$ cat config.mk
export PLATFORM = sky130hd
export DESIGN_NAME = req_client_4ch
export DESIGN_NICKNAME = d
export VERILOG_FILES = /design/src/rtl/req_client_pkg.sv /design/src/rtl/req_client_chan.sv /design/src/rtl/req_client_4ch.sv
export SDC_FILE = /design/constraint.sdc
export NUM_CORES = 1
export LEC_CHECK = 0
export CAP_MARGIN = 5
export CORE_AREA = 4 4 92 94
export CTS_BUF_LIST = sky130_fd_sc_hd__clkbuf_4
export DETAILED_ROUTE_END_ITERATION = 7
export DIE_AREA = 0 0 96 98
export PLACE_DENSITY = 0.78
export SLEW_MARGIN = 20
export SYNTH_ARGS = -nofsm -noshare
export SYNTH_HDL_FRONTEND = slang
export SYNTH_SLANG_ARGS = --single-unit
$ cat constraint.sdc
create_clock -name clk -period 2 [get_ports clk]
set_input_delay 0.5 -clock clk [delete_from_list [all_inputs] [get_ports clk]]
set_output_delay 0.5 -clock clk [all_outputs]
set_load 0.005 [all_outputs]
$ cat src/rtl/req_client_pkg.sv
// Shared types and default constants for the 4-channel request client.
package req_client_pkg;

  localparam int NCH            = 4;
  localparam int BURST_DEF      = 4;
  localparam int CNT_W_DEF      = 4;
  localparam int STARVE_LIM_DEF = 15;

  // Per-channel control state.
  typedef enum logic [1:0] {
    ST_IDLE = 2'd0,
    ST_REQ  = 2'd1,
    ST_BUSY = 2'd2
  } state_e;

endpackage

$ cat src/rtl/req_client_chan.sv
// One requester channel: job queue counter, request/burst FSM,
// starvation wait counter and sticky status flags.
module req_client_chan
  import req_client_pkg::*;
#(
  parameter int BURST      = BURST_DEF,
  parameter int CNT_W      = CNT_W_DEF,
  parameter int STARVE_LIM = STARVE_LIM_DEF
) (
  input  logic clk,
  input  logic reset,
  input  logic job_i,
  input  logic gnt_i,
  output logic req_o,
  output logic busy_o,
  output logic done_o,
  output logic pend_ovf_o,
  output logic starve_o
);

  localparam int BEAT_W = $clog2(BURST + 1);
  localparam int WAIT_W = $clog2(STARVE_LIM + 1);
  localparam logic [CNT_W-1:0]  P_MAX     = {CNT_W{1'b1}};
  localparam logic [BEAT_W-1:0] BEAT_LAST = BEAT_W'(BURST - 1);
  localparam logic [WAIT_W-1:0] WAIT_LIM  = WAIT_W'(STARVE_LIM);

  state_e            state_q, state_d;
  logic [CNT_W-1:0]  p_q, p_d;
  logic [BEAT_W-1:0] beat_q, beat_d;
  logic [WAIT_W-1:0] wait_q, wait_d;
  logic              req_q, busy_q, done_q, ovf_q, starve_q;
  logic              done_d, ovf_d, starve_d;
  logic              burst_start, job_drop;

  // Pending-job counter: increment on token, decrement when a burst is
  // accepted; a token arriving while saturated is dropped and flagged.
  always_comb begin
    burst_start = (state_q == ST_REQ) && gnt_i;
    job_drop    = job_i && (p_q == P_MAX) && !burst_start;
    p_d         = p_q;
    if (job_i && !burst_start && !job_drop) begin
      p_d = p_q + CNT_W'(1);
    end else if (!job_i && burst_start) begin
      p_d = p_q - CNT_W'(1);
    end
    ovf_d = ovf_q | job_drop;
  end

  // Next-state logic: request while jobs are queued, count burst beats,
  // hold the beat count while pre-empted, and time starvation in REQ.
  always_comb begin
    state_d = state_q;
    beat_d  = beat_q;
    wait_d  = wait_q;
    done_d  = 1'b0;
    unique case (state_q)
      ST_IDLE: begin
        // Trailing grants here are ignored; only the registered count matters.
        beat_d = '0;
        wait_d = '0;
        if (p_q != '0) state_d = ST_REQ;
      end
      ST_REQ: begin
        if (gnt_i) begin
          state_d = ST_BUSY;
          beat_d  = BEAT_W'(1);
          wait_d  = '0;
        end else if (wait_q != WAIT_LIM) begin
          wait_d = wait_q + WAIT_W'(1);
        end
      end
      ST_BUSY: begin
        if (gnt_i) begin
          if (beat_q == BEAT_LAST) begin
            done_d  = 1'b1;
            beat_d  = '0;
            state_d = (p_q != '0) ? ST_REQ : ST_IDLE;
          end else begin
            beat_d = beat_q + BEAT_W'(1);
          end
        end
      end
      default: state_d = ST_IDLE;
    endcase
    starve_d = starve_q | (wait_d == WAIT_LIM);
  end

  // State, counters and registered outputs.
  always_ff @(posedge clk or negedge reset) begin
    if (!reset) begin
      state_q  <= ST_IDLE;
      p_q      <= '0;
      beat_q   <= '0;
      wait_q   <= '0;
      req_q    <= 1'b0;
      busy_q   <= 1'b0;
      done_q   <= 1'b0;
      ovf_q    <= 1'b0;
      starve_q <= 1'b0;
    end else begin
      state_q  <= state_d;
      p_q      <= p_d;
      beat_q   <= beat_d;
      wait_q   <= wait_d;
      req_q    <= (state_d != ST_IDLE);
      busy_q   <= (state_d == ST_BUSY);
      done_q   <= done_d;
      ovf_q    <= ovf_d;
      starve_q <= starve_d;
    end
  end

  assign req_o      = req_q;
  assign busy_o     = busy_q;
  assign done_o     = done_q;
  assign pend_ovf_o = ovf_q;
  assign starve_o   = starve_q;

endmodule

$ cat src/rtl/req_client_4ch.sv
// Four independent requester channels feeding a fixed-priority arbiter.
module req_client_4ch
  import req_client_pkg::*;
#(
  parameter int BURST      = BURST_DEF,
  parameter int CNT_W      = CNT_W_DEF,
  parameter int STARVE_LIM = STARVE_LIM_DEF
) (
  input  logic           clk,
  input  logic           reset,
  input  logic [NCH-1:0] job,
  input  logic [NCH-1:0] GNT,
  output logic [NCH-1:0] REQ,
  output logic [NCH-1:0] busy,
  output logic [NCH-1:0] done,
  output logic [NCH-1:0] pend_ovf,
  output logic [NCH-1:0] starve
);

  // Each channel sees only its own job and grant bit.
  for (genvar gi = 0; gi < NCH; gi++) begin : g_chan
    req_client_chan #(
      .BURST     (BURST),
      .CNT_W     (CNT_W),
      .STARVE_LIM(STARVE_LIM)
    ) u_chan (
      .clk       (clk),
      .reset     (reset),
      .job_i     (job[gi]),
      .gnt_i     (GNT[gi]),
      .req_o     (REQ[gi]),
      .busy_o    (busy[gi]),
      .done_o    (done[gi]),
      .pend_ovf_o(pend_ovf[gi]),
      .starve_o  (starve[gi])
    );
  end

endmodule

# Yosys cells after proc, flatten, opt, wreduce, memory -nomap -nowiden
# Index checks and enable logic that the tools add are counted.
# Widths: inputs -> output; s select.
# word_totals
register_bits	72
in_bits	10
elab_cells	228
# classes
n_addsub	16
eq_ne	36
n_mux	72
n_bitwise	8
reduce_logical	60
# op_table
op	n
$mux 4	16
$mux 3	12
$pmux 3 s3	4
$add 4x1->4 const B	8
$eq 4x4->1 const B	8
$mux 2	16
$pmux 4 s2	4
$logic_and 1x1->1	24
$pmux 2 s3	4
$eq 2x2->1 const B	8
$mux 1	16
$ne 2x2->1 const B	8
$ne 4x4->1 const B	4
$reduce_bool 2->1	8
$reduce_bool 4->1	4
$sub 4x1->4 const B	4
$add 3x1->3 const B	4
$eq 3x2->1 const B	4
$logic_not 1->1	12
$reduce_and 3->1	4
$reduce_bool 3->1	4
$eq 2x1->1 const B	4
$logic_not 2->1	4
$or 1x1->1	8

# Depth between registers and ports, before layout
# logic_depth
word_depth	7
ltp_mapped	10
depth_no_buf	9

# By module
# A second synthesis with hierarchy kept.
# unflattened
cells_unflattened	374
area_unflattened_um2	3973.8
# by_module_without_submodules
module	instances	cells_each	area_per_inst_um2	seq_area_each_um2
req_client_chan at g_chan[0].u_chan ...	3	93	991.0	450.4
req_client_chan at g_chan[3].u_chan	1	95	1001.0	450.4

# Worst setup path before layout
# OpenSTA, ideal clock, no wires.
# synth_timing
kind	reg2reg
from	reg g_chan[2].u_chan.state_q[0]
to	reg g_chan[2].u_chan.p_q[3]
setup_time_ns	0.079
arrival_time_ns	2.019
setup_slack_ns	-0.098
stages_incl_launch_ff	10
n_path_buf	1
period_less_slack_ns	2.098
cell_sequence	dfrtp_1 > ha_1 > buf_4 > nand2_2 > nand3_1 > ha_1 > a21o_1 > a21oi_1 > mux2i_1 > xor2_1
# synth_via
elab_chain_len	7
elab_cells_between_ends	10
classes_between	eq/ne: 1; mux: 1; reduce/logical: 8
# synth_lines
item	line_no	rtl
start: declaration	req_client_chan.sv:27	state_e state_q, state_d;
start signal: assignment	req_client_chan.sv:101	state_q <= state_d;
$eq 2x1->1 *	req_client_chan.sv:38	burst_start = (state_q == ST_REQ) && gnt_i;
$logic_and 1x1->1 *	req_client_chan.sv:38	
$logic_not 1->1	req_client_chan.sv:39, req_client_chan.sv:41	
$logic_and 1x1->1	req_client_chan.sv:39	job_drop = job_i && (p_q == P_MAX) && !burst_start;
$logic_not 1->1	req_client_chan.sv:41	if (job_i && !burst_start && !job_drop) begin
$logic_and 1x1->1	req_client_chan.sv:41	
$mux 4 or $reduce_bool 2->1 (tied branches)	n/a	
end signal: assignment	req_client_chan.sv:102	p_q <= p_d;
end: declaration	req_client_chan.sv:28	logic [CNT_W-1:0] p_q, p_d;
# Every way passes the cells marked *; elsewhere a longest branch is shown, timed or not.
# A chain may end at the register's enable or synchronous reset.

# Final worst setup path
# layout_timing
from	reg g_chan[1].u_chan.state_q[1]
to	reg g_chan[1].u_chan.p_q[3]
# layout_via
elab_chain_len	7
elab_cells_between_ends	10
classes_between	eq/ne: 1; mux: 1; reduce/logical: 8
# layout_lines
item	line_no
start: declaration	req_client_chan.sv:27
start signal: assignment	req_client_chan.sv:101
$eq 2x1->1 *	req_client_chan.sv:38
$logic_and 1x1->1 *	req_client_chan.sv:38
$logic_not 1->1	req_client_chan.sv:39, req_client_chan.sv:41
$logic_and 1x1->1	req_client_chan.sv:39
$logic_not 1->1	req_client_chan.sv:41
$logic_and 1x1->1	req_client_chan.sv:41
$mux 4 or $reduce_bool 2->1 (tied branches)	n/a
end signal: assignment	req_client_chan.sv:102
end: declaration	req_client_chan.sv:28
# Marks and branches as above.

==> results.yml <==
run_status:
  outcome: "finished clean"
floorplanning:
  start_util_pct: 54.30
  dieArea_um2: 9408
  coreArea_um2: 7647
  die_h_um: 98
  die_x_um: 96
  rows: 32
  ios: 30
cts:
  cts_buffer_depth: 2
  cts.sinks: 72
  cts.clk_slew.worst_paths_ns: 0.12
  holdBufCountCts: 0
  root_buffer: "clkbuf_4"
  htreeDepth: 3
  cts_tree: "built"
  worst_skew_pair.late_latency_ns: 0.39
  numCtsBuffers: 9
critical_path:
  endpoint_kind: "flop"
  crit_family: "adder cells"
  arrival_ns: 2.24
  path_max_fanout: 3
  cp_cell_sequence: "inv_1 -> ha_2 -> nand2_2 -> nand3_4 -> ha_1 -> a21o_1 -> a21oi_2 -> mux2i_1 -> xor2_1"
  crit_buf_inv: 1
  cpMaxStageDelayCell: "dfrtp_1"
  startpoint_type: "flop"
  setup.worst_path.start: "g_chan[1].u_chan.state_q[1]$_DFF_PN0_"
  cpPeakStageDelay_ns: 0.40
  setup.worst_path.class: "flop to flop"
  worst_ep_required_time_ns: 2.33
  reg2reg_from: "g_chan[1].u_chan.state_q[1]$_DFF_PN0_"
sta:
  finalSetupViolations: 0
  relSlewSlack_pct: 76.21
  timing_hold_violations_final: 0
  timing.final.crit_share_pct: 95.76
  timing.fmax_ghz: 0.5221
  fin_skew_ns: 0.01236
  hold_slack_ns: 0.1145
  rsz0062_at_grt: "true"
  finalMaxSlewViolations: 0
  fin_crit_ns: 1.915
  worst_pin_slew_ns: 0.3470
place:
  dp_hpwl_um: 5576
  place_area_um2: 4735
  gp_congestion: 0.8609
  portBuffers: 29
  dp.cells: 542
cells_and_area:
  diodes: 0
  area_delta_synth_final_pct: 19.13
  fin_util_pct: 64.69
  num-fill-cells: 604
  final_cells: 564
  final_cell_area_um2: 4947
  finalNetCount: 503
  drive_above_1_share_pct: 21.00
global_routing:
  antenna_found_initial: 0
  overflow: 0
  grtUsageTotal_pct: 17.28
  grt_max_degree: 73
  grt_pass1_wl_um: 13320
  grt_pass1_vias: 3098
yosys:
  seq_area_frac_synth_pct: 43.39
  ys_types: 51
  yosys.area_share.adder_pct: 11.57
  syn_nets: 444
  synth_xor_area_share_pct: 2.953
  synth_area_per_cell_um2: 10.43
  yosys.area_share.simple_pct: 16.66
  yosysWarnings: 0
  ys_ff_latch: 72
  synth-edff-count: 0
  synthArstFlopShare_pct: 100.0
  synth_top_family_by_area: "simple AND/OR/NAND/NOR gates"
  synth_compound_area_share_pct: 15.34
  synth_cells: 398
  synthFlopType: "dfrtp_1"
  muxShareOfSynthArea_pct: 3.796
  netlist_area_um2: 4153
routing:
  dr.pass1.iters: 4
  num_vias: 3097
  drt_iter0_drc: 68
  ant_nets: 0
  viasPerCell: 5.491
  wl_um: 7638
  drc_errors: 0
  wl_per_cell_um: 13.54
pwr:
  p_per_area_nw_per_um2: 1485
  leakagePower_nw: 2.336
  p_total_mw: 7.346
  peakVddDrop_mv: 0.8022
hold_path:
  hp-class: "input port to asynchronous set/reset pin"
flow_run:
  maxCapViolCount: 0
## routing by layer
metal,global-route usage (%),part of all wire (%),vias up,routed length [um]
met5,0,0,-,0
met4,6.455,1.7,0,129
met3,3.082,2.5,12,194
met2,28.36,50,45,3855
met1,22.59,45,1516,3458
li1,-,-,1524,-
## Yosys cell counts (7+ instances only)
cell,n,area share (%)
o21ai_0,15,1.8
xnor2_1,9,1.9
a21oi_1,14,1.7
nor2_1,27,2.4
nand2_1,27,2.4
and4b_1,7,1.7
nand2b_1,9,1.4
inv_1,22,2.0
mux2i_1,9,2.2
nand3_1,19,2.3
buf_4,21,3.8
dfrtp_1,72,43
ha_1,32,9.6
## final cells by class
type                    instances  area (um2)  area share [%]
well taps                     102       127.6           2.580
flip-flops and latches         72        1802           36.42
repair buffers                 74       635.6           12.85
multi-input cells             278        2165           43.75
inverters                      22       82.58           1.669
clock inverters                 4       45.04          0.9105
clock buffers                  12       90.09           1.821
## metrics by stage
| step | setup TNS [ns] | setup WS, ns |
|---|---|---|
| after floorplan | 0 | 0.003347 |
| after detailed placement | -2.056 | -0.2741 |
| after CTS | 0 | 0.009161 |
| after global placement | -1.505 | -0.2111 |
| final | 0 | 0.08481 |
| after global routing | -0.02954 | -0.01210 |
## path summary, 6_finish.rpt
kind,to,cells past startpoint,slack [ns]
min in group clk,g_chan[2].u_chan.starve_o$_DFF_PN0_,1,0.49
worst max register to register,g_chan[1].u_chan.p_q[3]$_DFFE_PN0P_,9,0.08
worst min register to register,g_chan[2].u_chan.starve_o$_DFF_PN0_,1,0.49
worst max-delay path,g_chan[1].u_chan.p_q[3]$_DFFE_PN0P_,9,0.08
max in group asynchronous,g_chan[0].u_chan.wait_q[1]$_DFF_PN0_,2,1.58
worst min-delay path,g_chan[2].u_chan.wait_q[2]$_DFF_PN0_,2,0.11
## sequential cells by signal (all words and copies together), names as in the netlist
register,flops
g_chan.u_chan.busy_o,4
g_chan.u_chan.p_q,16
g_chan.u_chan.pend_ovf_o,4
g_chan.u_chan.beat_q,12
g_chan.u_chan.state_q,8
g_chan.u_chan.starve_o,4
g_chan.u_chan.wait_q,16
g_chan.u_chan.done_o,4
g_chan.u_chan.req_o,4
## report_power, final
group          switching [mW]  total (mW)  internal, mW
clock network           0.488       0.907         0.419
registers               0.410        2.36          1.95
logic                    1.99        4.08          2.09
## cells by family (layout without fill, tap and decap cells)
| logic type | after synthesis | count (layout) |
|---|---|---|
| xor gates and xnor gates | 14 | 14 |
| adders and majority gates | 36 | 36 |
| DFF | 72 | 72 |
| buffers and inverters | 48 | 112 |
| and+or+nand+nor | 122 | 122 |
| muxes | 14 | 14 |
| AOI/OAI and AO/OA | 92 | 92 |
## timing repair
item / in CTS / in global routing
endpoints found under the hold margin: 0 / 0
setup endpoints to repair: 0 / 5
setup buffers: 0 / 6
resized for setup: 0 / 12
## cell usage in the layout, fill, tap and decap left out, types with 4 or more instances in the layout
master,count
or2_1,4
nand4_1,6
o21ai_1,6
o21a_1,4
dfrtp_1,72
xnor2_1,9
nand3b_1,5
nand3_1,15
buf_4,44
o21bai_1,4
ha_1,28
and4b_1,7
nand2_1,26
mux2i_1,9
inv_1,20
a22o_1,4
o22a_1,4
clkbuf_4,12
fa_1,4
nor2_1,27
a31o_2,4
clkdlybuf4s50_1,28
o21ai_0,15
and2_4,4
ha_2,4
o31ai_1,4
a21o_1,5
xor2_1,5
nand2b_1,9
a21oi_1,10
a41o_1,4
a21oi_2,4
o22ai_1,5
Note: power is estimated with default switching activity, not from simulation.
